[config.mk]
export PLATFORM = sky130hd
export DESIGN_NAME = imm_gen_pipe
export DESIGN_NICKNAME = d
export VERILOG_FILES = /design/src/rtl/imm_gen_pipe.sv
export SDC_FILE = /design/constraint.sdc
export NUM_CORES = 1
export LEC_CHECK = 0
export CORE_MARGIN = 8
export CORE_UTILIZATION = 53
export CTS_CLUSTER_DIAMETER = 150
export DETAILED_ROUTE_END_ITERATION = 8
export PLACE_DENSITY = 0.85
export SLEW_MARGIN = 20
export SYNTH_ARGS = -nofsm -noshare
export SYNTH_HDL_FRONTEND = slang
export SYNTH_SLANG_ARGS = --single-unit
[constraint.sdc]
create_clock -name clk -period 2.44 [get_ports clk]
set_input_delay 0.488 -clock clk [delete_from_list [all_inputs] [get_ports clk]]
set_output_delay 0.488 -clock clk [all_outputs]
set_load 0.02 [all_outputs]
[src/rtl/imm_gen_pipe.sv]
// Pipelined RISC-V immediate generator: decodes one instruction per cycle into a
// sign-extended immediate, format code, illegal flag and tag, behind a 2-entry skid buffer.
module imm_gen_pipe #(
    parameter int XLEN        = 32,
    parameter int TAG_WIDTH   = 32,
    parameter bit SUPPORT_CSR = 1'b1
) (
    input  logic                 clk,
    input  logic                 rst,
    input  logic                 Flush,
    input  logic                 InValid,
    output logic                 InReady,
    input  logic [31:0]          Instruction,
    input  logic [TAG_WIDTH-1:0] InTag,
    output logic                 OutValid,
    input  logic                 OutReady,
    output logic [XLEN-1:0]      ImmData,
    output logic [2:0]           ImmType,
    output logic                 Illegal,
    output logic [TAG_WIDTH-1:0] OutTag
);

    generate
        if (XLEN != 32 && XLEN != 64) begin : g_bad_xlen
            $error("imm_gen_pipe: XLEN must be 32 or 64");
        end
    endgenerate

    localparam logic [2:0] TYPE_NONE = 3'd0;
    localparam logic [2:0] TYPE_I    = 3'd1;
    localparam logic [2:0] TYPE_S    = 3'd2;
    localparam logic [2:0] TYPE_B    = 3'd3;
    localparam logic [2:0] TYPE_U    = 3'd4;
    localparam logic [2:0] TYPE_J    = 3'd5;
    localparam logic [2:0] TYPE_Z    = 3'd6;

    logic [6:0]      w_opcode;
    logic [31:0]     w_imm32;
    logic [XLEN-1:0] w_imm;
    logic [2:0]      w_type;
    logic            w_illegal;

    // Every format is built as a 32-bit signed value first, then widened once to XLEN.
    always_comb begin
        w_opcode  = Instruction[6:0];
        w_imm32   = '0;
        w_type    = TYPE_NONE;
        w_illegal = 1'b0;
        case (w_opcode)
            7'b0010011, 7'b0000011, 7'b1100111: begin
                w_type  = TYPE_I;
                w_imm32 = {{20{Instruction[31]}}, Instruction[31:20]};
            end
            7'b0011011: begin
                if (XLEN == 64) begin
                    w_type  = TYPE_I;
                    w_imm32 = {{20{Instruction[31]}}, Instruction[31:20]};
                end else begin
                    w_illegal = 1'b1;
                end
            end
            7'b0100011: begin
                w_type  = TYPE_S;
                w_imm32 = {{20{Instruction[31]}}, Instruction[31:25], Instruction[11:7]};
            end
            7'b1100011: begin
                w_type  = TYPE_B;
                w_imm32 = {{19{Instruction[31]}}, Instruction[31], Instruction[7],
                           Instruction[30:25], Instruction[11:8], 1'b0};
            end
            7'b0110111, 7'b0010111: begin
                w_type  = TYPE_U;
                w_imm32 = {Instruction[31:12], 12'b0};
            end
            7'b1101111: begin
                w_type  = TYPE_J;
                w_imm32 = {{11{Instruction[31]}}, Instruction[31], Instruction[19:12],
                           Instruction[20], Instruction[30:21], 1'b0};
            end
            7'b1110011: begin
                if (SUPPORT_CSR && Instruction[14]) begin
                    w_type  = TYPE_Z;
                    w_imm32 = {27'b0, Instruction[19:15]};
                end
            end
            7'b0110011, 7'b0001111: begin
                w_type = TYPE_NONE;
            end
            7'b0111011: begin
                w_illegal = (XLEN != 64);
            end
            default: begin
                w_illegal = 1'b1;
            end
        endcase
        w_imm = XLEN'($signed(w_imm32));
    end

    // Handshake: a word moves on a side only when that side's valid and ready are both
    // high at the clock edge; OutValid and the output fields hold while OutReady is low.
    logic                 r_out_valid;
    logic [XLEN-1:0]      r_out_imm;
    logic [2:0]           r_out_type;
    logic                 r_out_illegal;
    logic [TAG_WIDTH-1:0] r_out_tag;

    logic                 r_skid_valid;
    logic [XLEN-1:0]      r_skid_imm;
    logic [2:0]           r_skid_type;
    logic                 r_skid_illegal;
    logic [TAG_WIDTH-1:0] r_skid_tag;

    logic w_accept;
    logic w_out_free;

    // Occupancy 2 is exactly "skid holds a word", so InReady comes straight from a flop.
    assign InReady    = !r_skid_valid;
    assign w_accept   = InValid && InReady;
    assign w_out_free = !r_out_valid || OutReady;

    always_ff @(posedge clk) begin
        if (rst) begin
            r_out_valid    <= 1'b0;
            r_out_imm      <= '0;
            r_out_type     <= TYPE_NONE;
            r_out_illegal  <= 1'b0;
            r_out_tag      <= '0;
            r_skid_valid   <= 1'b0;
            r_skid_imm     <= '0;
            r_skid_type    <= TYPE_NONE;
            r_skid_illegal <= 1'b0;
            r_skid_tag     <= '0;
        end else if (Flush) begin
            r_out_valid  <= 1'b0;
            r_skid_valid <= 1'b0;
        end else if (w_out_free) begin
            if (r_skid_valid) begin
                r_out_valid   <= 1'b1;
                r_out_imm     <= r_skid_imm;
                r_out_type    <= r_skid_type;
                r_out_illegal <= r_skid_illegal;
                r_out_tag     <= r_skid_tag;
                r_skid_valid  <= 1'b0;
            end else if (w_accept) begin
                r_out_valid   <= 1'b1;
                r_out_imm     <= w_imm;
                r_out_type    <= w_type;
                r_out_illegal <= w_illegal;
                r_out_tag     <= InTag;
            end else begin
                r_out_valid <= 1'b0;
            end
        end else if (w_accept) begin
            r_skid_valid   <= 1'b1;
            r_skid_imm     <= w_imm;
            r_skid_type    <= w_type;
            r_skid_illegal <= w_illegal;
            r_skid_tag     <= InTag;
        end
    end

    assign OutValid = r_out_valid;
    assign ImmData  = r_out_imm;
    assign ImmType  = r_out_type;
    assign Illegal  = r_out_illegal;
    assign OutTag   = r_out_tag;

endmodule

==> impl_metrics.json <==
{
  "multi_input_area_um2": 2760,
  "placed_cells_incl_taps": 925,
  "dp_hpwl_um": 11700,
  "final.setup_skew_ns": 0.00945,
  "floorplan.rows": 38,
  "hold_buffers": 0,
  "syn_area_um2": 5790,
  "criticalPathCategory": "register to primary output",
  "distinct_cell_type_count_after_synthesis": 41,
  "nNetsFinal": 873,
  "ctsLongestPathBuffers": 2,
  "yosys-top-cells-area": "sky130_fd_sc_hd__dfxtp_1, sky130_fd_sc_hd__a211oi_1, sky130_fd_sc_hd__nand2_1",
  "run_status": "finished, final reports clean",
  "drc": 0,
  "final.period_utilization": 0.934,
  "max_slew_margin": 0.527,
  "final-hold-violation-count": 0,
  "syn-mean-instance-area_um2": 8.54,
  "cp_num_buf_inv": 2,
  "synthArstFlopShare": 0,
  "core_area_um2": 10700,
  "worst_ep_required_time_ns": 1.95,
  "initial_utilization": 0.539,
  "numPortBuffers": 138,
  "setup_tns_ns": 0,
  "setup.worst_path.start_class": "register",
  "postCtsSetupRepairBufs": 0,
  "ios": 139,
  "period_minus_slack_ns": 2.28,
  "worst_setup_hold_path_clk_slew_ns": 0.06,
  "max_freq_mhz": 439,
  "post_cts_resized": 0,
  "nFillCells": 770,
  "drtIter0Drc": 412,
  "synth_top_area_share": 0.477,
  "synth.net_count": 747,
  "unrepaired_setup_endpoints_after_global_routing": "no",
  "drt-pass1-iter-count": 5,
  "cts_tree": "built",
  "design.die.area_um2": 14500,
  "pin_count_of_the_biggest_net_entering_global_routing": 66,
  "netlist_instances": 678,
  "worst_ir_drop_vdd_uv": 462,
  "cp_cell_sequence": "inv_2, clkdlybuf4s50_1",
  "diodes": 0,
  "final_max_slew_viol_count": 0,
  "critical_path.top_delay_family": "buffers and inverters",
  "worst_pin_slew_ns": 0.710,
  "die-height_um": 121,
  "power_per_cell_area_nw_per_um2": 689,
  "yosysWarnings": 0,
  "grt_antenna_before_repair": 0,
  "finalSetupViolations": 0,
  "timing.critical_path.slowest_cell_delay_ns": 0.68,
  "synth_enable_flop_cells": 0,
  "max_cap_violations": 0,
  "layout-drive-gt1-share": 0.0991,
  "clock-sinks": 138,
  "power.static_leakage_uw": 0.00266,
  "grt.overflow.total": 0,
  "wl_per_cell_um": 17.9,
  "grt_usage": 0.237,
  "dominantRegCellSynth": "sky130_fd_sc_hd__dfxtp_1",
  "number_of_global_route_vias_before_repair": 5703,
  "gp_routability_congestion": 0.893,
  "yosysSeqAreaShare": 0.477,
  "crit_path_end_kind": "primary output",
  "layout-area-overhead-vs-synth_pct": 36.6,
  "cell_chosen_for_the_clock_root": "sky130_fd_sc_hd__clkbuf_8",
  "grt_pass1_wl_um": 28200,
  "ys_ff_latch": 138,
  "worstHoldPathType": "input port to register",
  "sequential_cell_area_um2": 2760,
  "critical_path.slowest_cell": "sky130_fd_sc_hd__clkdlybuf4s50_1",
  "ant_nets": 0,
  "viasPerCell": 5.85,
  "die_w_um": 121,
  "drt-total-wl_um": 17200,
  "total_via_count_in_the_routed_design": 5595,
  "clock_latency_late_sink_ns": 0.53,
  "post-synth-top-area-cell": "sky130_fd_sc_hd__dfxtp_1",
  "critical_path_peak_fanout": 18,
  "ctsHtreeMaxLevel": 4,
  "cts-buffers-inserted": 17,
  "final_cells": 957,
  "fraction_of_the_core_area_covered_by_cells_at_the_end_of_the_flow": 0.736,
  "worstPathArrival_ns": 1.79
}
[path summary, 6_finish.rpt]
check                    to  slack, ns           start  depth (start not counted)
max                 InReady       0.16    r_skid_valid                          2
min           r_skid_imm[9]       0.44             rst                          2
max reg2reg  r_skid_imm[15]       0.49        OutValid                          6
min reg2reg  r_skid_tag[22]       0.46  r_skid_tag[22]                          2
[kinds of logic after synthesis]
group | after synthesis | share of synthesized area
buf+inv | 64 | 0.0486
mux | 32 | 0.0553
compound gates | 189 | 0.234
flops | 138 | 0.477
simple gates | 255 | 0.185
[cell usage after synthesis (3+ instances only)]
cell type and number:
sky130_fd_sc_hd__a22oi_1 6, sky130_fd_sc_hd__a21oi_1 42, sky130_fd_sc_hd__buf_1 5, sky130_fd_sc_hd__nor2_1 88, sky130_fd_sc_hd__nor3_1 17, sky130_fd_sc_hd__buf_2 15, sky130_fd_sc_hd__inv_1 5, sky130_fd_sc_hd__a21oi_2 3
sky130_fd_sc_hd__a221oi_1 16, sky130_fd_sc_hd__dfxtp_1 138, sky130_fd_sc_hd__nand3_1 6, sky130_fd_sc_hd__a211oi_1 68, sky130_fd_sc_hd__a221oi_2 10, sky130_fd_sc_hd__or3_1 8, sky130_fd_sc_hd__o21ai_0 32, sky130_fd_sc_hd__clkbuf_1 34
sky130_fd_sc_hd__mux2i_1 32, sky130_fd_sc_hd__nand2_1 119
[through the flow]
stage                     hold WS [ns]  setup WS (ns)  power (uW)  instance area (um2)
after detailed placement         0.447        -0.0147        3130                 7360
after floorplan                  0.432          0.698        2760                 5790
after CTS                        0.426          0.150        5470                 7910
after global routing             0.449         0.0927        5640                 7910
final                            0.436          0.160        5450                 7910
after global placement           0.441         0.0388        3110                 7360
[placed cells by master (no fill, tap or decap), drive strengths merged, types with 2 or more instances in the layout]
cell type	instances
dfxtp	138
clkdlybuf4s50	137
nand2	121
nor2	88
a211oi	68
a21oi	45
mux2i	32
o21ai	32
buf	28
a221oi	26
nor3	19
clkbuf	19
inv	9
or3	8
nand3	6
a22oi	6
clkinv	5
clkinvlp	4
nand4	3
nor2b	2
a31oi	2
nand2b	2
o211ai	2
o21bai	2
a32oi	2
and4	2
[sequential cells by signal, indices dropped and copies added (netlist names)]
signal and flops:
r_skid_illegal 1, OutTag 32, r_skid_valid 1, Illegal 1, r_skid_type 3, ImmData 32
OutValid 1, r_skid_imm 32, r_skid_tag 32, ImmType 3
[power by group]
group          switching (uW)  internal (uW)  total [uW]
clock                     980           1380        2360
sequential               49.1           2340        2390
combinational             370            333         703
total                    1400           4050        5450
[routing by layer]
metal | GRT usage | routed length, um
met1 | 0.279 | 7120
met2 | 0.398 | 8340
met3 | 0.0662 | 1270
met4 | 0.0999 | 435
met5 | 0 | 0
[layout make-up]
class	instances	share of cell area
Sequential cell	138	0.349
Multi-Input combinational cell	476	0.348
Timing Repair Buffer	165	0.208
Clock buffer	19	0.0546
Tap cell	140	0.0221
Clock inverter	13	0.0150
Inverter	6	0.00285
(Power assumes the default switching activity.)
==> edit 1, RTL diff (same settings) <==
`SUPPORT_CSR`: 1'b1 -> 1'b0.
--- a/src/rtl/imm_gen_pipe.sv
+++ b/src/rtl/imm_gen_pipe.sv
@@ -5,3 +5,3 @@
     parameter int TAG_WIDTH   = 32,
-    parameter bit SUPPORT_CSR = 1'b1
+    parameter bit SUPPORT_CSR = 1'b0
 ) (
Function: changed (Yosys sat finds a counterexample within 4 cycles, from zero or initial values and one cycle with rst high).
==> edit 1 against the unedited design <==
Clock skew is 2.7 ps lower. Sequential cell count did not move. Power up 6.3%. Routed wire length is 0.69% lower. Cell count grew 0.21%. Design area rose by 3.3%. First-iteration DRC count increased by 45%. Combinational power decreased by 0.9%. Area after synthesis is 3.2% higher. Worst setup slack gained 160 ps. Synthesized cell count grew 0.44%. Count of clock-buffer cells in the layout increased by 5.
==> edit 1: results <==
set metrics [dict create \
    synth_nets 750 \
    ff2ff_setup_slack_ps 510 \
    cp_max_fo 6 \
    dr.first_iter.drc_count 599 \
    dp.cells 928 \
    nNetsFinal 876 \
    track_usage 0.2304 \
    holdPathEnd "r_skid_type[2]" \
    slowest_delay_ps 590 \
    irDropWorstVdd_uv 558.0 \
    fill_cells 795 \
    grt_pass1_vias 5609 \
    syn-mean-instance-area_um2 8.775 \
    grt_pass1_wl_um 27900 \
    grt_max_degree 73 \
    synth_compound_area_frac 0.2316 \
    leakage_nw 2.668 \
    insertion_delay_ps 420 \
    cts-root-buf "clkbuf_16" \
    drive_above_1_share 0.1148 \
    hold_path.class "flip-flop to flip-flop" \
    dp_hpwl_um 11510 \
    max-slew-margin-rel 0.3557 \
    vias_per_cell 5.872 \
    status "complete, no violations" \
    yosysUniqueCellTypes 52 \
    reg2reg_from "r_skid_valid" \
    rr_endpoint "r_skid_imm[27]" \
]
[edit 1: changes by cell type after synthesis, moves of 4 or more]
cell,before,now
nor3_1,17,9
a211oi_1,68,61
nand3_1,6,15
nor2_1,88,75
o41ai_1,1,5
nand2_1,119,115
or3_1,8,1
o21ai_0,32,21
a21oi_1,42,54
nand3b_1,0,8
a22oi_1,6,0
[edit 1: kinds of logic after synthesis]
group | Yosys count
buf+inv | 67
flops | 138
compound gates | 187
mux | 34
simple gates | 255
[edit 1: metal layers]
| layer | track usage | up-vias | wire length, um |
|---|---|---|---|
| met1 | 0.2790 | 2674 | 7065 |
| met5 | 0 | - | 0 |
| met3 | 0.05137 | 39 | 1128 |
| met4 | 0.1142 | 0 | 468 |
| met2 | 0.3796 | 222 | 8387 |
| li1 | - | 2696 | - |
[edit 1: cell type report]
class	count	area share
Timing Repair Buffer	168	0.2040
Clock inverter	7	0.01700
Inverter	6	0.002756
Tap cell	140	0.02144
Clock buffer	24	0.05895
Sequential cell	138	0.3382
Multi-Input combinational cell	476	0.3577
[edit 1: how the worst max path moves through the flow]
stage / cells after the start / startpoint / slack [ps] / to
2_1_floorplan: 6 / Instruction[2] / 690 / ImmData[23]
3_3_place_gp: 5 / Instruction[2] / 60 / r_skid_imm[29]
3_5_place_dp: 5 / Instruction[2] / -70 / r_skid_imm[27]
4_1_cts: 2 / r_skid_valid / 320 / InReady
5_1_grt: 5 / OutReady / 230 / r_skid_imm[27]
6_report: 2 / r_skid_valid / 320 / InReady
[edit 1: metrics by stage]
stage / total power, W / area, um2 / setup slack (ps) / setup TNS (ps)
4_1_cts: 0.005831 / 8172 / 315.2 / 0
6_report: 0.005797 / 8172 / 318.9 / 0
2_1_floorplan: 0.002763 / 5976 / 693.2 / 0
5_1_grt: 0.005975 / 8172 / 231.6 / 0
3_5_place_dp: 0.003118 / 7551 / -71.91 / -304.7
3_3_place_gp: 0.003099 / 7551 / 61.49 / 0
[edit 1: report_power, final]
group	switching [W]	internal (W)	total (W)
sequential	0.0000446	0.00233	0.00238
combinational	0.000363	0.000334	0.000697
clock	0.000937	0.00178	0.00272
total	0.00134	0.00445	0.00580
[edit 1: worst register-to-register path, cell delays in order, from the launching register on]
cell	delay [ps]
dfxtp_2	370
nand4bb_1	220
nand2b_2	240
a21oi_1	750
a211oi_1	190
==> edit 2, RTL diff (same settings) <==
Made on the original files. Reset style: asynchronous (`rst`), changed in one clocked block.
--- a/src/rtl/imm_gen_pipe.sv
+++ b/src/rtl/imm_gen_pipe.sv
@@ -120,3 +120,3 @@
 
-    always_ff @(posedge clk) begin
+    always_ff @(posedge clk or posedge rst) begin
         if (rst) begin
Formal check against the unedited RTL: differs if rst is asserted again (counterexample within 4 cycles, from zero or initial values and one cycle with rst high); with rst held inactive, the same outputs for 4 cycles.
==> edit 2 against the unedited design <==
Area after synthesis rose by 11%. Worst setup slack better by 210 ps. Critical path type unchanged. Sequential cell count is the same. Power increased by 20%. Highest routed layer unchanged. Routed wire length increased by 5.9%. Combinational power increased by 79%. Via count rose by 1.6%. Largest cell class unchanged. Synthesized cell count down 1.0%. Critical path depth unchanged. Clock power up 4%. Cell count rose by 1.6%. Design area is 8.8% higher.
==> edit 2: results <==
set metrics [dict create \
    grtUsageMet2 0.3762 \
    dp_hpwl_um 12640 \
    yosys-top-cells-area "dfrtp_1 54%, nand2_1 10%, mux2i_1 5.0%" \
    synth_nets 740 \
    numCtsBuffers 17 \
    cts-root-buf "clkbuf_16" \
    r2r_cells 5 \
    top_layer "met4" \
    cp_max_fo 6 \
    async_flop_share 1.000 \
    wl_met1_um 7378 \
    vias_per_cell 5.846 \
    synth-seq-area-share 0.5394 \
    status "complete, no violations" \
    grtUsageMet3 0.07046 \
    postCtsSetupBuffers 0 \
    max_cap_violations 0 \
    grt_antenna_before_repair 0 \
    clock_path_buffers 2 \
    grt_pass1_wl_um 29710 \
    grt_pass1_vias 5841 \
    dp.cells 940 \
    arrival_ps 1580 \
    antenna_cells 0 \
    grtUsageMet1 0.2853 \
    irDropWorstVdd_uv 388.9 \
    fin_cells 972 \
    wl_met2_um 8753 \
    max-slew-margin-rel 0.6385 \
    leakage_nw 3.714 \
    dp_slack_ps 68.56 \
    insertion_delay_ps 420 \
    dr.first_iter.drc_count 657 \
    hold_path.class "primary input to asynchronous set/reset pin" \
    fill_cells 856 \
    wirelength_um 18180 \
    nNetsFinal 881 \
    io_buffers 138 \
    syn-mean-instance-area_um2 9.542 \
    placed_cell_area_um2 8044 \
    switching_power_w 0.001834 \
    yosysUniqueCellTypes 57 \
    drive_above_1_share 0.1127 \
    wl_met3_um 1565 \
    startpoint "r_skid_valid" \
    grt_max_degree 92 \
    fin_worst_skew_ps 7.261 \
    track_usage 0.2336 \
    period_needed_ps 2071 \
    ff2ff_setup_slack_ps 590 \
    whs_ps 389.0 \
    synth_common_cells "174 x nand2_1, 138 x dfrtp_1, 52 x o21ai_0" \
    path_clk_slew_ps 60 \
    cts_resized 0 \
    place_congestion 0.9367 \
    rr_endpoint "r_skid_imm[15]" \
]
==> edit 2: cell types whose count changed after synthesis, sizes merged, moves of 19 or more <==
cell and delta:
a211oi -54, a21oi -19, a221oi -26, dfrtp +138, dfxtp -138, nand2 +54, nand3 +29, nor2 -50
o21ai +23
==> edit 2: kinds of logic after synthesis <==
kind of cell,count (synthesis),share of synthesized area
AO/OA/AOI/OAI,140,0.1505
buffers and inverters,61,0.04593
flip-flops,138,0.5394
multiplexers,32,0.05003
AND/OR/NAND/NOR,300,0.2142
==> edit 2: metrics by stage <==
stage | power (W) | util
floorplan | 0.003503 | -
global placement | 0.004072 | 0.6753
detailed placement | 0.004143 | 0.6753
CTS | 0.006596 | 0.7226
global route | 0.006849 | 0.7226
finish | 0.006561 | 0.7226
==> edit 2: layout make-up <==
type                    instances  area [um2]  share of cell area
clock buffers                  20       436.7             0.05073
clock inverters                12       126.4             0.01468
inverters                      13       52.55            0.006106
multi-input cells             472        2681              0.3115
flip-flops and latches        138        3455              0.4014
well taps                     147       183.9             0.02137
repair buffers                170        1672              0.1942
==> edit 2: power by group through the flow <==
stage,Combinational [W],Sequential (W),Clock [W]
6_report,0.00126,0.00285,0.00245
5_1_grt,0.00137,0.00289,0.00258
4_1_cts,0.00127,0.00285,0.00248
3_5_place_dp,0.00126,0.00288,0
3_3_place_gp,0.00121,0.00286,0
2_1_floorplan,0.000489,0.00301,0
==> edit 2: worst max-delay path, cell delays in order, from the launching register on <==
cell	delay [ps]
dfrtp_2	470
inv_1	90
clkdlybuf4s50_1	610
